--- config.mk ---
export PLATFORM = sky130hd
export DESIGN_NAME = freq_meter
export DESIGN_NICKNAME = d
export VERILOG_FILES = /design/src/rtl/freq_meter.sv
export SDC_FILE = /design/constraint.sdc
export NUM_CORES = 1
export LEC_CHECK = 0
export BUFFER_PORTS_ARGS = -buffer_cell sky130_fd_sc_hd__buf_2
export CAP_MARGIN = 0
export CORE_MARGIN = 4
export CORE_UTILIZATION = 39
export CTS_BUF_LIST = sky130_fd_sc_hd__clkbuf_4 sky130_fd_sc_hd__clkbuf_8
export DETAILED_ROUTE_END_ITERATION = 10
export PLACE_DENSITY = 0.53
export SYNTH_ARGS = -nofsm -noshare
export SYNTH_HDL_FRONTEND = slang
export SYNTH_SLANG_ARGS = --single-unit
--- constraint.sdc ---
create_clock -name clk -period 3.38 [get_ports clk]
set_input_delay 0.676 -clock clk [delete_from_list [all_inputs] [get_ports clk]]
set_output_delay 0.676 -clock clk [all_outputs]
set_load 0.02 [all_outputs]
--- src/rtl/freq_meter.sv ---
// -----------------------------------------------------------------------------
// freq_meter
//   Gated edge-counting frequency meter. Counts rising edges of an
//   asynchronous input over a fixed gate of GATE_CYCLES reference clocks.
//   The gate is aligned to the first synchronized rising edge after start
//   (that edge itself is not counted). Host computes
//   f_in = freq_count * CLK_HZ / GATE_CYCLES.
//
//   Optional feature macro: FREQ_METER_PERIOD_EN
//     When defined, adds period_cyc: the last full sig_in period seen inside
//     the gate, measured in clk cycles (0 if no full period fit in the gate).
//
// Parameters
//   CLK_HZ       reference clock frequency (documentation/scaling only)
//   GATE_CYCLES  gate length in clk cycles, >= 2
//   CNT_W        width of edge counter / freq_count / period_cyc
//   SYNC_STAGES  synchronizer depth on sig_in, >= 2
//
// Ports
//   clk         in   reference clock, rising edge
//   rst         in   asynchronous active-low reset
//   sig_in      in   measured signal, asynchronous to clk
//   start       in   1-cycle measurement request (ignored while busy)
//   busy        out  high from accepted start through the meas_valid cycle
//   meas_valid  out  1-cycle pulse when results update
//   freq_count  out  edges counted in the last gate (saturating), held
//   no_sig      out  last measurement saw no arming edge, held
//   ovf         out  last measurement saturated freq_count, held
//   period_cyc  out  (FREQ_METER_PERIOD_EN only) last full period in clk cycles
// -----------------------------------------------------------------------------
module freq_meter #(
  parameter int CLK_HZ      = 100_000_000,
  parameter int GATE_CYCLES = 100_000,
  parameter int CNT_W       = 32,
  parameter int SYNC_STAGES = 2
) (
  input  logic             clk,
  input  logic             rst,
  input  logic             sig_in,
  input  logic             start,
  output logic             busy,
  output logic             meas_valid,
  output logic [CNT_W-1:0] freq_count,
  output logic             no_sig,
  output logic             ovf
`ifdef FREQ_METER_PERIOD_EN
  ,
  output logic [CNT_W-1:0] period_cyc
`endif
);

  if (GATE_CYCLES < 2 || SYNC_STAGES < 2 || CNT_W < 2 || CLK_HZ <= 0) begin : g_bad_cfg
    $error("freq_meter: invalid parameter set");
  end

  localparam int TW = $clog2(GATE_CYCLES + 1);
  localparam logic [TW-1:0]    TMR_LAST = TW'(GATE_CYCLES - 1);
  localparam logic [TW-1:0]    TMR_ONE  = {{(TW-1){1'b0}}, 1'b1};
  localparam logic [CNT_W-1:0] CNT_MAX  = {CNT_W{1'b1}};
  localparam logic [CNT_W-1:0] CNT_ONE  = {{(CNT_W-1){1'b0}}, 1'b1};

  typedef enum logic [1:0] {
    ST_IDLE = 2'd0,
    ST_ARM  = 2'd1,
    ST_GATE = 2'd2,
    ST_DONE = 2'd3
  } state_t;

  state_t                 state_r;
  logic [SYNC_STAGES-1:0] sync_r;
  logic                   prev_r;
  logic                   rise_s;
  // timer_r: cycles already spent in the current ARM wait or gate
  logic [TW-1:0]          timer_r;
  logic [CNT_W-1:0]       cnt_r;
  logic                   ovf_acc_r;
  logic [CNT_W-1:0]       cnt_nxt_s;
  logic                   ovf_nxt_s;

  // Synchronizer chain and edge register on the asynchronous input
  always_ff @(posedge clk or negedge rst) begin
    if (!rst) begin
      sync_r <= '0;
      prev_r <= 1'b0;
    end else begin
      sync_r <= {sync_r[SYNC_STAGES-2:0], sig_in};
      prev_r <= sync_r[SYNC_STAGES-1];
    end
  end

  assign rise_s = sync_r[SYNC_STAGES-1] & ~prev_r;

  // Next edge count including a rise in the current gate cycle (saturating)
  always_comb begin
    cnt_nxt_s = cnt_r;
    ovf_nxt_s = ovf_acc_r;
    if (state_r == ST_GATE && rise_s) begin
      if (cnt_r == CNT_MAX) begin
        ovf_nxt_s = 1'b1;
      end else begin
        cnt_nxt_s = cnt_r + CNT_ONE;
      end
    end else begin
      cnt_nxt_s = cnt_r;
    end
  end

  // Measurement FSM; results are latched on the edge entering DONE so that
  // meas_valid and the new values appear together during the DONE cycle
  always_ff @(posedge clk or negedge rst) begin
    if (!rst) begin
      state_r    <= ST_IDLE;
      timer_r    <= '0;
      cnt_r      <= '0;
      ovf_acc_r  <= 1'b0;
      busy       <= 1'b0;
      meas_valid <= 1'b0;
      freq_count <= '0;
      no_sig     <= 1'b0;
      ovf        <= 1'b0;
    end else begin
      case (state_r)
        ST_IDLE: begin
          meas_valid <= 1'b0;
          if (start) begin
            state_r   <= ST_ARM;
            busy      <= 1'b1;
            timer_r   <= '0;
            cnt_r     <= '0;
            ovf_acc_r <= 1'b0;
          end
        end
        ST_ARM: begin
          if (rise_s) begin
            // Arming edge aligns the gate and is not counted
            state_r <= ST_GATE;
            timer_r <= '0;
          end else if (timer_r == TMR_LAST) begin
            state_r    <= ST_DONE;
            meas_valid <= 1'b1;
            freq_count <= '0;
            no_sig     <= 1'b1;
            ovf        <= 1'b0;
          end else begin
            timer_r <= timer_r + TMR_ONE;
          end
        end
        ST_GATE: begin
          cnt_r     <= cnt_nxt_s;
          ovf_acc_r <= ovf_nxt_s;
          if (timer_r == TMR_LAST) begin
            // Final gate cycle: its rise is already folded into cnt_nxt_s
            state_r    <= ST_DONE;
            meas_valid <= 1'b1;
            freq_count <= cnt_nxt_s;
            no_sig     <= 1'b0;
            ovf        <= ovf_nxt_s;
          end else begin
            timer_r <= timer_r + TMR_ONE;
          end
        end
        ST_DONE: begin
          state_r    <= ST_IDLE;
          meas_valid <= 1'b0;
          busy       <= 1'b0;
        end
        default: begin
          state_r    <= ST_IDLE;
          meas_valid <= 1'b0;
          busy       <= 1'b0;
        end
      endcase
    end
  end

`ifdef FREQ_METER_PERIOD_EN
  logic [CNT_W-1:0] per_cnt_r;
  logic [CNT_W-1:0] per_cap_r;
  logic [CNT_W-1:0] per_cap_nxt_s;
  logic             done_go_s;

  // Capture on a gate rise: counter holds cycles since the previous rise
  // minus one (it restarts at 0 the cycle after a rise), so add one back
  always_comb begin
    per_cap_nxt_s = per_cap_r;
    if (state_r == ST_GATE && rise_s) begin
      if (per_cnt_r == CNT_MAX) begin
        per_cap_nxt_s = CNT_MAX;
      end else begin
        per_cap_nxt_s = per_cnt_r + CNT_ONE;
      end
    end else begin
      per_cap_nxt_s = per_cap_r;
    end
  end

  // Edge that moves the FSM into DONE
  always_comb begin
    done_go_s = 1'b0;
    if (state_r == ST_ARM) begin
      done_go_s = ~rise_s & (timer_r == TMR_LAST);
    end else if (state_r == ST_GATE) begin
      done_go_s = (timer_r == TMR_LAST);
    end else begin
      done_go_s = 1'b0;
    end
  end

  // Free-running saturating period counter, restarted by rises in ARM/GATE
  always_ff @(posedge clk or negedge rst) begin
    if (!rst) begin
      per_cnt_r <= '0;
    end else if (rise_s && (state_r == ST_ARM || state_r == ST_GATE)) begin
      per_cnt_r <= '0;
    end else if (per_cnt_r != CNT_MAX) begin
      per_cnt_r <= per_cnt_r + CNT_ONE;
    end
  end

  // Last captured period, cleared when a new measurement is accepted
  always_ff @(posedge clk or negedge rst) begin
    if (!rst) begin
      per_cap_r <= '0;
    end else if (state_r == ST_IDLE && start) begin
      per_cap_r <= '0;
    end else begin
      per_cap_r <= per_cap_nxt_s;
    end
  end

  // Registered period output, updated together with meas_valid
  always_ff @(posedge clk or negedge rst) begin
    if (!rst) begin
      period_cyc <= '0;
    end else if (done_go_s) begin
      period_cyc <= per_cap_nxt_s;
    end
  end
`endif

endmodule
# --- Word-level counts from Yosys, hierarchy flattened ---
# Index checks and enable logic that the tools add are counted.
# W data, S select, Z words.
word_totals:
  ff_bits: 91
  inputBits: 4
  output_inout_bits: 36
  word_cells: 67
classes:
  addsub: 2
  n_eq_ne: 9
  n_mux: 32
  bitwise: 2
  n_reduce_logical: 11
op_table:
  columns: ["op", "n"]
  rows:
  - ["$mux W32", 6]
  - ["$pmux W32 S2", 2]
  - ["$mux W17", 3]
  - ["$pmux W17 S3", 1]
  - ["$add A32 B1 Y32 const B", 1]
  - ["$eq A32 B32 Y1 const B", 1]
  - ["$add A17 B1 Y17 const B", 1]
  - ["$eq A17 B17 Y1 const B", 1]
  - ["$mux W1", 11]
  - ["$pmux W1 S2", 4]
  - ["$pmux W2 S4", 1]
  - ["$mux W2", 3]
  - ["$ne A2 B2 Y1 const B", 3]
  - ["$reduce_and A2 Y1", 3]
  - ["$reduce_bool A2 Y1", 3]
  - ["$eq A2 B2 Y1 const B", 2]
  - ["$reduce_and A4 Y1", 1]
  - ["$pmux W1 S3", 1]
  - ["$reduce_bool A3 Y1", 1]
  - ["$eq A2 B1 Y1 const B", 1]
  - ["$logic_not A2 Y1", 1]
  - ["$ne A2 B1 Y1 const B", 1]
  - ["$reduce_or A2 Y1", 1]
  - ["$and A1 B1 Y1", 1]
  - ["2 further kinds", 2]

# --- Logic depth before layout (Yosys ltp) ---
# Gate-level depths: netlist of the first run.
logic_depth:
  depth_word: 6
  ltp_mapped: 9
  depth_no_buf: 8

# --- Worst setup path before layout of the first run ---
# No wires, ideal clock.
synth_path:
  path_type: "register to register"
  from: "reg state_r[0]"
  to: "reg cnt_r[23]"
  setup_ns: 0.077
  arrival_time_ns: 2.380
  required_time_ns: 3.303
  slack_ns: 0.923
  stages_incl_launch_ff: 9
  n_path_buf: 1
  synth_period_minus_slack_ns: 2.457
  cell_sequence: "dfrtp_1 > inv_1 > ha_1 > clkbuf_1 > clkinv_1 > or4b_4 > nor4_2 > mux2_1 > o21ai_1"
synth_via:
  elab_chain_cells: 4
  word_cells_on_any_way: 8
  classes_between: "eq/ne: 2; mux: 2; reduce/logical: 4"
synth_lines:
  columns: ["item", "line", "source"]
  rows:
  - ["from (decl)", "69", "state_t state_r;"]
  - ["from (signal assigned)", "112", "state_r <= ST_IDLE;"]
  - ["from (signal assigned)", "126", "state_r <= ST_ARM;"]
  - ["from (signal assigned)", "136", "state_r <= ST_GATE;"]
  - ["$eq A2 B2 Y1", "97, 122", null]
  - ["$logic_and A1 B1 Y1", "97", "if (state_r == ST_GATE && rise_s) begin"]
  - ["$mux W32", "97", null]
  - ["$pmux W32 S2", "122", "case (state_r)"]
  - ["to (signal assigned)", "149", "cnt_r <= cnt_nxt_s;"]
  - ["to (decl)", "75", "logic [CNT_W-1:0] cnt_r;"]
# Parallel ways exist; a longest one is shown, timed or not.
# A chain may end at the register's enable or synchronous reset.

# --- Final worst setup path of the first run ---
layout_path:
  from: "reg cnt_r[1]"
  to: "reg freq_count[1]"
layout_via:
  elab_chain_cells: 5
  word_cells_on_any_way: 6
  classes_between: "add/sub: 1; eq/ne: 1; mux: 4"
layout_lines:
  columns: ["item", "line", "source"]
  rows:
  - ["$add A32 B1 Y32 or $eq A32 B32 Y1 (tied branches)", "101, 98", null]
  - ["$mux W32", "98", "if (cnt_r == CNT_MAX) begin"]
  - ["$mux W32 (*)", "97", null]
  - ["$mux W32 (*)", "151", "if (timer_r == TMR_LAST) begin"]
  - ["$pmux W32 S2 (*)", "122", null]
  - ["to (signal assigned)", "155", "freq_count <= cnt_nxt_s;"]
  - ["to (decl)", "43", "output logic [CNT_W-1:0] freq_count,"]
# Every way passes the cells marked *; elsewhere a longest branch is shown, timed or not. The select of a mux whose other input is x is not followed.

==> impl_results.md, run 1 <==
- Run status: complete, no violations
- Setup Buffers After CTS: 0
- Max IR drop VDD: 0.000359 V
- Syn avg cell area: 9.14 um^2
- Startpoint types: flip-flop
- Setup TNS: 0 ns
- Mapped Nets: 579
- CTS Hold Buffers Added: 0
- Largest net degree at the start of global routing: 54
- Yosys cell types: 66
- Final wirelength: 12.7 mm
- First-pass GRT wire length: 21.4 mm
- Layout Nets: 602
- Grt total ovfl: 0
- Cell taking the most area after synthesis: dfrtp_1
- IO Pins: 40
- Clk pwr share: 22.1%
- DP HPWL: 8.73 mm
- Level count of the clock H-tree: 3
- Top cell type's share of synthesized area: 43.9%
- Chip width: 123 um
- Hold Path Class: in -> async
- Max FO, Critical Path: 13
- Antenna fix cells: 0
- Seq pwr share: 39.8%
- Mapped Area: 5190 um^2
- Post-route ant nets: 0
- Worst slew pin tran: 0.719 ns
- Avg WL per Cell: 16.6 um
- Site Rows: 41
- EDFF count, synth: 0
- Vias in the first global route: 4,043
- GP Congestion: 0.847
- CTS tree: built
- Core Area: 12,800 um^2
- Starting DRT DRC Count: 202
- Fmax: 371 MHz
- Sequential area share after synthesis: 43.9%
- Combinational fraction of design power: 38.1%
- Total GRT Usage: 18.1%
- Antenna violations before repair: 0
- Post-synth ARST share: 100%
- Critical Path RT: 3.64 ns
- Leak pwr: 2.39 nW
- Fin crit share: 79.7%
- Internal Power: 1.93 mW
- RSZ-0062 raised after global routing: false
- Clk_lat worst skew: 0.38 ns
- Most frequent cells in the layout: dfrtp_1, nand2_1, nor2_1, o21ai_0, buf_2
- Area Overhead vs Synth: 10.5%
- Worst slew margin: 52.0%
- Max-slew violations: 0
- PortBufs: 39
- Starting Density: 40.5%
- Die area: 15,200 um^2
- Yosys warning total: 0
- Register bit total from synthesis: 91
- Setup Skew: 0.00818 ns
- Gate Count Post-Synth: 568
- Root buf cell: clkbuf_8
- Max Cap Viol: 0
- Pwr dens: 586 nW/um^2
- Critical Path AT: 2.95 ns
- Residual DRC count: 0
- WS Path Type: reg -> reg
- Min Tclk post-route: 2.70 ns
- Fraction of layout cells with a size suffix above 1: 15.4%
- Top FF cell, synth: dfrtp_1
- Final Setup Violations: 0
- Synth top area cells: dfrtp_1, nand2_1, o21ai_0, xnor2_1, mux2i_1
- Clk slew on worst S/H paths: 0.09 ns
- Non-filler instance count after layout: 768
- Worst setup EP type: flip-flop
- PostCTS Resize Cnt: 0
- Switch share: 42.7%
- First-pass iteration count of the detailed router: 6
- Die height: 123 um
- Placed Cells: 752
- Fin. Hold Viols: 0
- Total clock sinks: 91
- Num CTS Buffers: 9
- Worst-case clock buffer depth: 2
- Vias: 4,214
- Psw: 1.44 mW
- Commonest non-fill, non-tap cell in the layout: dfrtp_1
- Vias per cell: 5.49
-- power by group through the flow --
stage          clock network, mW  registers, mW  logic, mW
6_report                   0.742           1.34       1.28
3_3_place_gp                   0           1.35       1.27
3_5_place_dp                   0           1.36       1.30
2_1_floorplan                  0           1.32      0.874
4_1_cts                    0.773           1.34       1.30
5_1_grt                    0.824           1.36       1.45
-- state kept, by name, indices dropped and copies added (netlist names) --
name / flops
timer_r: 17
ovf: 1
no_sig: 1
prev_r: 1
state_r: 2
freq_count: 32
ovf_acc_r: 1
busy: 1
sync_r: 2
cnt_r: 32
meas_valid: 1
-- layout make-up --
cell class	instances	area (um^2)
repair buffers	51	288
fillers	1289	7090
clock buffers	15	194
multi-input cells	425	2710
inverters	13	48.8
clock inverters	1	5.00
well taps	172	215
flip-flops and latches	91	2280
-- per-stage QoR --
stage	instance area, um^2	total power [mW]	worst slack (ns)	hold WS (ns)	util (%)
finish	5740	3.36	0.685	0.342	44.7
global route	5740	3.64	0.495	0.375	44.7
CTS	5740	3.41	0.684	0.362	44.7
detailed placement	5540	2.66	0.681	0.336	43.2
global placement	5540	2.62	0.730	0.341	43.2
floorplan	5190	2.20	0.923	0.331	-
-- metal layers --
layer  vias up  share of wire (%)  global-route usage, %
li1       2088                  -                      -
met1      2019                 48                   25.2
met2        91                 45                   27.8
met3        16                4.5                   4.12
met4         0                1.7                   5.88
met5         -                  0                      0
-- worst max-delay path: stages, from the launching register on --
cell      delay [ns]
dfrtp_1         0.45
ha_1            0.30
nand4_1         0.12
or4_4           0.58
nor3_4          0.54
nand2b_1        0.29
mux2i_1         0.21
o31ai_1         0.08
-- logic make-up (layout without fill, tap and decap cells) --
| family | count (synthesis) | in the layout | share of synthesized area [%] |
|---|---|---|---|
| mux | 17 | 17 | 3.30 |
| compound gates | 120 | 120 | 14.1 |
| buf+inv | 52 | 80 | 4.24 |
| fa+ha+maj | 7 | 7 | 1.69 |
| simple gates | 246 | 246 | 26.9 |
| flops | 91 | 91 | 43.9 |
| xor+xnor | 35 | 35 | 5.91 |
-- synth_stat cells (all sizes together), types with 8 or more instances --
master	instances
dfrtp	91
nor2	43
o21ai	61
mux2i	16
nand3	27
inv	12
nor3	18
clkbuf	25
nand2	74
a21oi	18
and4	8
buf	14
xnor2	22
xor2	13
nand4	18
nor4	11
-- worst paths after layout --
path                       depth (start not counted)  slack, ns            end      start
setup reg to reg                                   7       0.68  freq_count[1]   cnt_r[1]
hold / removal                                     1       0.34      cnt_r[14]        rst
hold reg to reg                                    0       0.36      sync_r[1]  sync_r[0]
max in group asynchronous                          2       2.28    timer_r[13]        rst
setup / recovery                                   7       0.68  freq_count[1]   cnt_r[1]
min in group clk                                   0       0.36      sync_r[1]  sync_r[0]
Power figures use the tool's default switching activity.
==> inputs of run 2 (changes only) <==
==> constraint.sdc (replaced) <==
create_clock -name clk -period 2.5 [get_ports clk]
set_input_delay 0.5 -clock clk [delete_from_list [all_inputs] [get_ports clk]]
set_output_delay 0.5 -clock clk [all_outputs]
set_load 0.02 [all_outputs]
==> impl_results.md, run 2 (synthesized netlist as in run 1, its figures left out) <==
- DP HPWL: 9.60 mm (was 8.73 mm)
- Commonest non-fill, non-tap cell in the layout: dfrtp_1 (unchanged)
- Max Cap Viol: 0 (unchanged)
- First-pass iteration count of the detailed router: 4 (was 6)
- Die area: 15,200 um^2 (unchanged)
- Clk pwr share: 21.0% (was 22.1%)
- Reg2Reg Setup Slack: 0.13 ns (was 0.68 ns)
- Die height: 123 um (unchanged)
- Antenna fix cells: 0 (unchanged)
- Most frequent cells in the layout: dfrtp_1, nand2_1, buf_4, nor2_1, o21ai_0 (was dfrtp_1, nand2_1, nor2_1, o21ai_0, buf_2)
- Startpoint types: flip-flop (unchanged)
- Fin. Hold Viols: 0 (unchanged)
- Combinational fraction of design power: 42.2% (was 38.1%)
- Fmax: 421 MHz (was 371 MHz)
- CP max stage delay: 0.62 ns (was 0.58 ns)
- Final wirelength: 13.5 mm (was 12.7 mm)
- Chip width: 123 um (unchanged)
- Run status: complete, no violations (unchanged)
- Clk_lat worst skew: 0.39 ns (was 0.38 ns)
- Fin crit share: 95.0% (was 79.7%)
- Antenna violations before repair: 0 (unchanged)
- Fraction of layout cells with a size suffix above 1: 22.0% (was 15.4%)
- Worst setup EP type: flip-flop (unchanged)
- CP top delay family: simple AND/OR/NAND/NOR gates (unchanged)
- Residual DRC count: 0 (unchanged)
- Top flop regs: cnt_r x32, freq_count x32, timer_r x17 (unchanged)
- Num CTS Buffers: 9 (unchanged)
- Pwr dens: 790 nW/um^2 (was 586 nW/um^2)
- First-pass GRT wire length: 22.7 mm (was 21.4 mm)
- CTS Hold Buffers Added: 0 (unchanged)
- Max IR drop VDD: 0.000476 V (was 0.000359 V)
- Worst slew margin: 53.9% (was 52.0%)
- Switch share: 43.2% (was 42.7%)
- Critical Path AT: 2.66 ns (was 2.95 ns)
- Level count of the clock H-tree: 3 (unchanged)
- Largest net degree at the start of global routing: 54 (unchanged)
- Vias: 4,349 (was 4,214)
- Setup Skew: 0.0136 ns (was 0.00818 ns)
- Fillcell total: 1,299 (was 1,289)
- Area Overhead vs Synth: 18.0% (was 10.5%)
- Root buf cell: clkbuf_8 (unchanged)
- Most frequent CP cell: a22o_1
- Critical Path RT: 2.78 ns (was 3.64 ns)
- Core Area: 12,800 um^2 (unchanged)
- Cell depth of the worst setup path: 8 (was 7)
- Starting Density: 40.5% (unchanged)
- Psw: 2.09 mW (was 1.44 mW)
- Final Setup Violations: 0 (unchanged)
- Leak pwr: 2.63 nW (was 2.39 nW)
- Crit path to: cnt_r[1] (was freq_count[1])
- Hold Path Class: in -> async (unchanged)
- Crit path launch: cnt_r[6] (was cnt_r[1])
- Max-slew violations: 0 (unchanged)
- Starting DRT DRC Count: 244 (was 202)
- Min Tclk post-route: 2.37 ns (was 2.70 ns)
- Grt total ovfl: 0 (unchanged)
- Max FO, Critical Path: 7 (was 13)
- Site Rows: 41 (unchanged)
- Worst slew pin tran: 0.682 ns (was 0.719 ns)
- Total GRT Usage: 19.2% (was 18.1%)
- IO Pins: 40 (unchanged)
- Total clock sinks: 91 (unchanged)
- Worst-path cell chain: nand4_4 > or4_4 > nor3_4 > buf_12 > buf_4 > nor3_1 > a22o_1 > a22o_1 (was ha_1 > nand4_1 > or4_4 > nor3_4 > nand2b_1 > mux2i_1 > o31ai_1)
- Clk slew on worst S/H paths: 0.09 ns (about the same)
- GP Congestion: 0.936 (was 0.847)
- Reg-to-Reg Start: cnt_r[6] (was cnt_r[1])
- Setup TNS: 0 ns (unchanged)
- Buf/Inv on CP: 2 (was 0)
- Vias per cell: 5.36 (was 5.49)
- RR Endpoint: cnt_r[1] (was freq_count[1])
- Worst-case clock buffer depth: 2 (unchanged)
- Layout Nets: 646 (was 602)
- Post-route ant nets: 0 (unchanged)
- CTS tree: built (unchanged)
- Seq pwr share: 36.8% (was 39.8%)
- Internal Power: 2.75 mW (was 1.93 mW)
- Fin util: 47.8% (was 44.7%)
- WS Path Type: reg -> reg (unchanged)
- PortBufs: 39 (unchanged)
- Worst path slowest cell: or4_4 (unchanged)
- Avg WL per Cell: 16.6 um (about the same)
- Vias in the first global route: 4,410 (was 4,043)
- Reg2Reg Depth: 8 (was 7)
[run 2: changes by cell type in the layout (fill, tap and decap cells not counted), sizes merged]
cell    previous run  this run
buf               51        95
clkbuf            15         9
inv               12        13
bufinv             0         1
clkinv             2         6
[run 2: worst min path at each step]
stage / startpoint / endpoint / depth (start not counted)
4_1_cts: rst / cnt_r[10] / 1
2_1_floorplan: rst / busy / 0
5_1_grt: rst / cnt_r[10] / 1
6_report: rst / cnt_r[10] / 1
3_5_place_dp: sync_r[0] / sync_r[1] / 0
3_3_place_gp: sync_r[0] / sync_r[1] / 0
[run 2: what timing repair did]
action | CTS | global route
setup buffers | 0 | 5
pin swaps | 0 | 1
endpoints found under the setup margin | 1 | 22
hold endpoints to repair | 0 | 0
gates resized for setup | 2 | 6
[run 2: cell type report]
| class | count | area [um^2] | share of cell area (%) |
|---|---|---|---|
| Clock inverter | 7 | 67.6 | 1.10 |
| Inverter | 13 | 48.8 | 0.797 |
| Multi-Input combinational cell | 425 | 2750 | 44.9 |
| Clock buffer | 9 | 124 | 2.02 |
| Tap cell | 172 | 215 | 3.51 |
| Sequential cell | 91 | 2280 | 37.2 |
| Timing Repair Buffer | 95 | 643 | 10.5 |
[run 2: worst register-to-register path: stages, from the launching register on]
cell     delay [ns]
dfrtp_1        0.48
nand4_4        0.18
or4_4          0.62
nor3_4         0.31
buf_12         0.15
buf_4          0.11
nor3_1         0.05
a22o_1         0.19
a22o_1         0.17
[run 2: per-layer routing]
layer	global-route usage, %	routed length, um	up-vias
met5	0	0	-
met4	8.37	289	0
met3	3.39	409	17
met2	29.6	6140	61
met1	26.5	6630	2098
li1	-	-	2173
[run 2: power groups by stage]
stage,registers [mW],clock network [mW],logic (mW)
global route,1.80,1.11,2.28
CTS,1.78,1.06,1.99
global placement,1.80,0,1.94
detailed placement,1.81,0,1.97
floorplan,1.79,0,1.18
finish,1.78,1.02,2.04
[run 2: per-stage QoR]
stage	total power, mW	std cells	worst slack, ns	cell area [um^2]	hold WS, ns
global placement	3.74	791	-0.0863	5840	0.334
finish	4.84	812	0.126	6130	0.0780
floorplan	2.97	568	0.0429	5190	0.204
detailed placement	3.78	791	-0.117	5840	0.337
global route	5.19	812	-0.00891	6130	0.106
CTS	4.84	807	0.0711	6040	0.0864
